<file path="src/rtl/adder_share_pkg.sv">
// ---------------------------------------------------------------------------
// adder_share_pkg
// Shared constants and types for the adder-sharing arbiter.
//   NREQ_DEF / WIDTH_DEF / IDW_DEF : default requester count, operand width
//                                    and requester index width
//   req_idx_t                      : requester index type at the defaults
//   OP_ADD / OP_SUB                : value of req_sub selecting add or sub
// ---------------------------------------------------------------------------
package adder_share_pkg;

    localparam int NREQ_DEF  = 4;
    localparam int WIDTH_DEF = 32;
    localparam int IDW_DEF   = 2;

    typedef logic [IDW_DEF-1:0] req_idx_t;

    localparam logic OP_ADD = 1'b0;
    localparam logic OP_SUB = 1'b1;

endpackage

</file>
<file path="src/rtl/cla_add32.sv">
// ---------------------------------------------------------------------------
// cla_add32
// Carry-lookahead adder built from 4-bit lookahead groups. Each group forms
// its internal carries directly from P/G terms and hands a group carry to
// the next group through its group propagate/generate pair.
// Ports:
//   a_i, b_i  : operands (WIDTH bits, WIDTH a multiple of 4)
//   cin_i     : carry into bit 0
//   sum_o     : sum
//   cout_o    : carry out of the MSB
// ---------------------------------------------------------------------------
module cla_add32
    import adder_share_pkg::*;
#(
    parameter int WIDTH = WIDTH_DEF
) (
    input  logic [WIDTH-1:0] a_i,
    input  logic [WIDTH-1:0] b_i,
    input  logic             cin_i,
    output logic [WIDTH-1:0] sum_o,
    output logic             cout_o
);

    localparam int NGRP = WIDTH / 4;

    logic [WIDTH-1:0] bitP;
    logic [WIDTH-1:0] bitG;
    logic [WIDTH:0]   carry;
    logic [NGRP-1:0]  grpP;
    logic [NGRP-1:0]  grpG;

    // Per-group lookahead: the three inner carries are expanded from the
    // group's incoming carry, and the group P/G produce the next group carry.
    always_comb begin
        bitP     = a_i ^ b_i;
        bitG     = a_i & b_i;
        carry    = '0;
        grpP     = '0;
        grpG     = '0;
        carry[0] = cin_i;
        for (int k = 0; k < NGRP; k++) begin
            carry[4*k+1] = bitG[4*k]
                         | (bitP[4*k] & carry[4*k]);
            carry[4*k+2] = bitG[4*k+1]
                         | (bitP[4*k+1] & bitG[4*k])
                         | (bitP[4*k+1] & bitP[4*k] & carry[4*k]);
            carry[4*k+3] = bitG[4*k+2]
                         | (bitP[4*k+2] & bitG[4*k+1])
                         | (bitP[4*k+2] & bitP[4*k+1] & bitG[4*k])
                         | (bitP[4*k+2] & bitP[4*k+1] & bitP[4*k] & carry[4*k]);
            grpG[k]      = bitG[4*k+3]
                         | (bitP[4*k+3] & bitG[4*k+2])
                         | (bitP[4*k+3] & bitP[4*k+2] & bitG[4*k+1])
                         | (bitP[4*k+3] & bitP[4*k+2] & bitP[4*k+1] & bitG[4*k]);
            grpP[k]      = &bitP[4*k +: 4];
            carry[4*k+4] = grpG[k] | (grpP[k] & carry[4*k]);
        end
    end

    assign sum_o  = bitP ^ carry[WIDTH-1:0];
    assign cout_o = carry[WIDTH];

endmodule

</file>
<file path="src/rtl/adder_share_arb.sv">
// ---------------------------------------------------------------------------
// adder_share_arb
// Round-robin arbiter that shares one carry-lookahead adder among NREQ
// requesters and captures each result in a single-entry output register
// with a valid/ready handshake (drain and refill in the same cycle).
// Ports:
//   clk, rst            : clock (rising edge), synchronous active-high reset
//   req_valid/req_ready : per-requester handshake, ready is one-hot
//   req_a, req_b        : packed operands, requester i at [i*WIDTH +: WIDTH]
//   req_sub             : 1 = A-B, 0 = A+B
//   req_lock            : (ADDER_SHARE_LOCK_EN only) hold the grant for the
//                         next transfer of the same requester
//   resp_valid/ready    : result handshake
//   resp_id, resp_sum   : owner index and sum/difference
//   resp_cout, resp_ovf : carry out of MSB, signed overflow
//   busy                : result pending but not being accepted
// Optional feature macro: ADDER_SHARE_LOCK_EN
// ---------------------------------------------------------------------------
module adder_share_arb
    import adder_share_pkg::*;
#(
    parameter int NREQ  = NREQ_DEF,
    parameter int WIDTH = WIDTH_DEF,
    parameter int IDW   = IDW_DEF
) (
    input  logic                  clk,
    input  logic                  rst,
    input  logic [NREQ-1:0]       req_valid,
    output logic [NREQ-1:0]       req_ready,
    input  logic [NREQ*WIDTH-1:0] req_a,
    input  logic [NREQ*WIDTH-1:0] req_b,
    input  logic [NREQ-1:0]       req_sub,
`ifdef ADDER_SHARE_LOCK_EN
    input  logic [NREQ-1:0]       req_lock,
`endif
    output logic                  resp_valid,
    input  logic                  resp_ready,
    output logic [IDW-1:0]        resp_id,
    output logic [WIDTH-1:0]      resp_sum,
    output logic                  resp_cout,
    output logic                  resp_ovf,
    output logic                  busy
);

    logic             respValid_q, respValid_d;
    logic [IDW-1:0]   respId_q,    respId_d;
    logic [WIDTH-1:0] respSum_q,   respSum_d;
    logic             respCout_q,  respCout_d;
    logic             respOvf_q,   respOvf_d;
    logic [IDW-1:0]   rrPtr_q,     rrPtr_d;
`ifdef ADDER_SHARE_LOCK_EN
    logic             locked_q,    locked_d;
    logic [IDW-1:0]   lockOwner_q, lockOwner_d;
`endif

    logic             canIssue;
    logic             grantValid;
    logic [IDW-1:0]   grantIdx;
    logic [WIDTH-1:0] selA;
    logic [WIDTH-1:0] selB;
    logic [WIDTH-1:0] bEff;
    logic             selSub;
    logic [WIDTH-1:0] addSum;
    logic             addCout;
    logic             addOvf;

    // Index arithmetic modulo NREQ, which need not be a power of two.
    function automatic logic [IDW-1:0] wrapIdx(input int base, input int off);
        int t;
        t = base + off;
        if (t >= NREQ) t = t - NREQ;
        return IDW'(t);
    endfunction

    // Grant selection: the slot is free when empty or draining this cycle.
    // The search runs from the highest offset down so the first valid
    // requester at or after rrPtr_q is the one left standing. Reset masks
    // every grant so no requester sees a spurious accept.
    always_comb begin
        canIssue   = !respValid_q || resp_ready;
        grantValid = 1'b0;
        grantIdx   = '0;
        req_ready  = '0;
        if (canIssue && !rst) begin
`ifdef ADDER_SHARE_LOCK_EN
            if (locked_q) begin
                if (req_valid[lockOwner_q]) begin
                    grantValid = 1'b1;
                    grantIdx   = lockOwner_q;
                end
            end else
`endif
            begin
                for (int k = NREQ - 1; k >= 0; k--) begin
                    if (req_valid[wrapIdx(int'(rrPtr_q), k)]) begin
                        grantValid = 1'b1;
                        grantIdx   = wrapIdx(int'(rrPtr_q), k);
                    end
                end
            end
            req_ready[grantIdx] = grantValid;
        end
    end

    // Operand mux into the single shared adder; subtraction inverts B and
    // feeds a carry-in of one.
    always_comb begin
        selA   = req_a[grantIdx*WIDTH +: WIDTH];
        selB   = req_b[grantIdx*WIDTH +: WIDTH];
        selSub = (req_sub[grantIdx] == OP_SUB);
        bEff   = selSub ? ~selB : selB;
    end

    cla_add32 #(
        .WIDTH (WIDTH)
    ) u_adder (
        .a_i    (selA),
        .b_i    (bEff),
        .cin_i  (selSub),
        .sum_o  (addSum),
        .cout_o (addCout)
    );

    assign addOvf = (selA[WIDTH-1] == bEff[WIDTH-1]) && (addSum[WIDTH-1] != selA[WIDTH-1]);

    // Next-state: a transfer loads the result register and moves the
    // pointer past the winner; otherwise an accepted result simply drains.
    // While locked the pointer stays put so the rotation resumes where it
    // left off once the owner releases.
    always_comb begin
        respValid_d = respValid_q;
        respId_d    = respId_q;
        respSum_d   = respSum_q;
        respCout_d  = respCout_q;
        respOvf_d   = respOvf_q;
        rrPtr_d     = rrPtr_q;
`ifdef ADDER_SHARE_LOCK_EN
        locked_d    = locked_q;
        lockOwner_d = lockOwner_q;
`endif
        if (grantValid) begin
            respValid_d = 1'b1;
            respId_d    = grantIdx;
            respSum_d   = addSum;
            respCout_d  = addCout;
            respOvf_d   = addOvf;
`ifdef ADDER_SHARE_LOCK_EN
            if (!locked_q) rrPtr_d = wrapIdx(int'(grantIdx), 1);
            if (req_lock[grantIdx]) begin
                locked_d    = 1'b1;
                lockOwner_d = grantIdx;
            end else begin
                locked_d    = 1'b0;
            end
`else
            rrPtr_d     = wrapIdx(int'(grantIdx), 1);
`endif
        end else if (resp_ready) begin
            respValid_d = 1'b0;
        end
    end

    // State register with synchronous reset.
    always_ff @(posedge clk) begin
        if (rst) begin
            respValid_q <= 1'b0;
            respId_q    <= '0;
            respSum_q   <= '0;
            respCout_q  <= 1'b0;
            respOvf_q   <= 1'b0;
            rrPtr_q     <= '0;
`ifdef ADDER_SHARE_LOCK_EN
            locked_q    <= 1'b0;
            lockOwner_q <= '0;
`endif
        end else begin
            respValid_q <= respValid_d;
            respId_q    <= respId_d;
            respSum_q   <= respSum_d;
            respCout_q  <= respCout_d;
            respOvf_q   <= respOvf_d;
            rrPtr_q     <= rrPtr_d;
`ifdef ADDER_SHARE_LOCK_EN
            locked_q    <= locked_d;
            lockOwner_q <= lockOwner_d;
`endif
        end
    end

    assign resp_valid = respValid_q;
    assign resp_id    = respId_q;
    assign resp_sum   = respSum_q;
    assign resp_cout  = respCout_q;
    assign resp_ovf   = respOvf_q;
    assign busy       = respValid_q && !resp_ready;

endmodule
</file>
<file path="config.mk">
export PLATFORM = sky130hd
export DESIGN_NAME = adder_share_arb
export DESIGN_NICKNAME = d
export VERILOG_FILES = /design/src/rtl/adder_share_pkg.sv /design/src/rtl/cla_add32.sv /design/src/rtl/adder_share_arb.sv
export SDC_FILE = /design/constraint.sdc
export NUM_CORES = 1
export LEC_CHECK = 0
export ABC_AREA = 0
export BUFFER_PORTS_ARGS = -buffer_cell sky130_fd_sc_hd__buf_2
export CORE_AREA = 2 2 118 120
export DETAILED_ROUTE_END_ITERATION = 6
export DIE_AREA = 0 0 120 122
export PLACE_DENSITY_LB_ADDON = 0.12
export SETUP_SLACK_MARGIN = 0.1
export SYNTH_ARGS = -nofsm -noshare
export SYNTH_HDL_FRONTEND = slang
export SYNTH_SLANG_ARGS = --single-unit
</file>
<file path="constraint.sdc">
create_clock -name clk -period 5 [get_ports clk]
set_input_delay 0.25 -clock clk [delete_from_list [all_inputs] [get_ports clk]]
set_output_delay 0.25 -clock clk [all_outputs]
set_load 0.05 [all_outputs]
</file>
==> impl_results.md <==
* FFs w/ async S/R, synth at 0
* Cell leakage power at 3.70 nW
* Period utilization at 0.931
* Largest net degree at the start of global routing at 93
* Sequential area share after synthesis at 0.148
* First-pass GRT wire length at 31200 um
* Synth Register Bits at 39
* Crit-path max FO at 55
* FP Rows at 43
* Initial core utilization at 0.391
* Reg2reg end: resp_sum[29]$_SDFFE_PP0P_
* Hold WS at 0.345 ns
* Slew Viols, Final at 0
* Hold Path Depth at 3
* Slew Limit Headroom at 0.388
* Final setup vio count at 0
* Fin. Hold Viols at 0
* CP startpoint kind: flip-flop
* GP Congestion at 0.912
* Die area at 14600 um^2
* Antenna violations before repair at 3
* Drt drc at 0
* Routed via count at 6240
* DRT iter0 DRCs at 421
* Top-level I/O count at 309
* Setup TNS at 0 ns
* Clk_skew at 0.00136 ns
* RSZ-0062 raised after global routing: true
* Flip-flop and latch area at 786 um^2
* Clock Sinks at 39
* Clock Tree Buf Depth at 2
* Post-DP HPWL at 17400 um
* Outcome: completed
* Hold Crit Endpoint: resp_valid$_SDFFE_PP0P_
* Post-detailed-route count of antenna-violating nets at 0
* PwrDens at 405 nW/um^2
* CP Class: reg2reg
* Worst-margin pin slew at 0.917 ns
* Root Buffer: clkbuf_16
* Max Cap Viol at 0
* Synth Warn # at 0
* Layout cells sized above 1 at 0.383
* Hold_sp: req_valid[2]
* Synth Instances at 686
* Clk_lat worst skew at 0.28 ns
* CTS tree: done
* Vias in the first global route at 5850
* Worst EP required at 5.13 ns
* Dominant synthesized flop cell: dfxtp_1
* First drt pass iteration count at 4
* Worst Path Arrival at 4.79 ns
* GRT overflow at 0
* Cell variety after synth at 61
* Worst min path class: in2reg
* Wirelength per Cell at 18.0 um
* R2r worst-path depth at 20
* Syn nets at 992
* Layout filler cell count at 1396
* Clock transition at the registers of the reported paths at 0.06 ns
* Num CTS Buffers at 5
* Routed wire length at 20900 um
* # hold bufs at CTS at 0
* Port Buffers at 308
* F_max at 0.215 GHz
* Mapped Area at 5270 um^2
* Min Tclk post-route at 4.65 ns
* P&R area growth vs syn at 39.4%
* Core area at 13500 um^2
* Global Route Usage Sum at 0.273
* Area of the multi-input gates at 4240 um^2
* Net count, final at 1280
* Reg-to-Reg Start: rrPtr_q[1]$_SDFFE_PP0P_
* H-tree depth at 2
* DIE HEIGHT at 122 um
* Max rail drop VDD at 0.176 mV
* Crit. End Element: flip-flop
* Die X at 120 um
* Drt via density at 5.39
* EDFF count, synth at 0
* Setup slack, reg-to-reg at 0.35 ns
* Synth Area per Inst at 7.69 um^2
[through the flow]
step	worst slack, ns	instances	utilization	instance area [um^2]	total power [W]
6_report	0.346	1158	0.544	7350	0.00298
5_1_grt	0.0859	1157	0.544	7350	0.00319
4_1_cts	0.182	1152	0.538	7260	0.00294
3_5_place_dp	0.0665	1144	0.524	7070	0.00251
3_3_place_gp	0.113	1144	0.524	7070	0.00250
2_1_floorplan	0.296	686	-	5280	0.00191
[logic make-up (layout without fill, tap and decap cells)]
kind of cell	after synthesis	after routing	synth area share
AOI/OAI and AO/OA	233	233	0.297
and+or+nand+nor	181	181	0.189
buffers and inverters	80	369	0.0600
muxes	59	59	0.112
xor gates and xnor gates	55	55	0.0913
adders and majority gates	39	39	0.102
DFF	39	39	0.148
other	0	3	0
[flip-flops by register name (all words and copies together) (netlist names)]
name        cells
resp_sum       32
resp_id         2
rrPtr_q         2
resp_cout       1
resp_ovf        1
resp_valid      1
[cells in the mapped netlist (2+ instances only)]
master	number	area share
nand2_1	30	0.021
a31oi_1	10	0.012
buf_1	7	0.0050
and2_1	9	0.011
fa_1	7	0.027
a21oi_1	21	0.020
nand4_1	2	0.0024
nor2_1	23	0.016
o21ai_0	81	0.077
nor3_1	4	0.0038
o31ai_1	3	0.0043
a21o_1	10	0.014
or3_1	58	0.069
nand2b_1	2	0.0024
or4_1	2	0.0028
buf_2	7	0.0066
dfxtp_1	39	0.15
inv_1	24	0.017
nor3b_1	4	0.0057
mux2i_1	58	0.11
xnor2_1	11	0.018
nand3_1	29	0.028
a211oi_1	17	0.024
and4_1	2	0.0033
nor2b_1	3	0.0036
and2_2	2	0.0028
xor2_1	44	0.073
ha_1	32	0.076
o21a_1	13	0.019
clkbuf_1	40	0.028
o211a_1	2	0.0038
and3_2	2	0.0028
o211ai_1	58	0.083
o21bai_1	3	0.0043
[placed cells by master, fill, tap and decap left out, drive strengths merged, types with 29 or more instances in the layout]
cell type / n
dfxtp: 39
ha: 32
or3: 59
o21ai: 82
mux2i: 58
xor2: 44
nand3: 29
buf: 336
o211ai: 58
nand2: 31
[power breakdown]
group	internal (W)	total [W]	switching [W]	leakage, nW
Clock	0.000286	0.000416	0.000129	0.0911
Sequential	0.000420	0.000485	0.0000642	0.325
Combinational	0.000759	0.00208	0.00132	3.28
[how the worst max path moves through the flow]
stage                                  startpoint                   endpoint  slack (ns)
after floorplan           resp_valid$_SDFFE_PP0P_  resp_sum[29]$_SDFFE_PP0P_        0.30
after global placement    rrPtr_q[1]$_SDFFE_PP0P_  resp_sum[28]$_SDFFE_PP0P_        0.11
after detailed placement  rrPtr_q[1]$_SDFFE_PP0P_  resp_sum[28]$_SDFFE_PP0P_        0.07
after CTS                 rrPtr_q[1]$_SDFFE_PP0P_  resp_sum[29]$_SDFFE_PP0P_        0.18
after global routing      rrPtr_q[1]$_SDFFE_PP0P_  resp_sum[29]$_SDFFE_PP0P_        0.09
final                     rrPtr_q[1]$_SDFFE_PP0P_  resp_sum[29]$_SDFFE_PP0P_        0.35
[timing repair]
action | CTS | global route
gates cloned | 0 | 0
buffers inserted | 0 | 3
resized for setup | 1 | 13
pin swaps | 0 | 6
endpoints found under the hold margin | 0 | 0
endpoints found under the setup margin | 1 | 8
[critical path, stage by stage (launching register included)]
cell and delay [ns]:
dfxtp_4 0.38, mux2i_1 0.22, nor2_2 0.10, or3_4 0.39, buf_16 0.22, mux2i_1 0.19
o21ai_0 0.35, xor2_1 0.18, ha_1 0.34, nand2_1 0.08, or3_4 0.38, nor3_2 0.17
nand3_1 0.10, o32a_2 0.37, nand3_2 0.11, a21oi_2 0.07, nor2b_1 0.11, nor2_1 0.06
fa_1 0.43, xor2_1 0.12, o21ai_0 0.08
[layout make-up]
cell class	instances	share of cell area
multi-input combinational	567	0.577
sequential	39	0.107
antenna	3	0.00102
clock inverter	2	0.00817
tap	180	0.0306
clock buffer	6	0.0175
timing repair buffer	336	0.246
inverter	25	0.0128
[layer usage]
metal	global-route usage	part of all wire	vias to the layer above
met1	0.388	0.46	2841
li1	-	-	3128
met5	0	0	-
met2	0.437	0.46	247
met3	0.0346	0.062	24
met4	0.0713	0.020	0
Power figures use the tool's default switching activity.
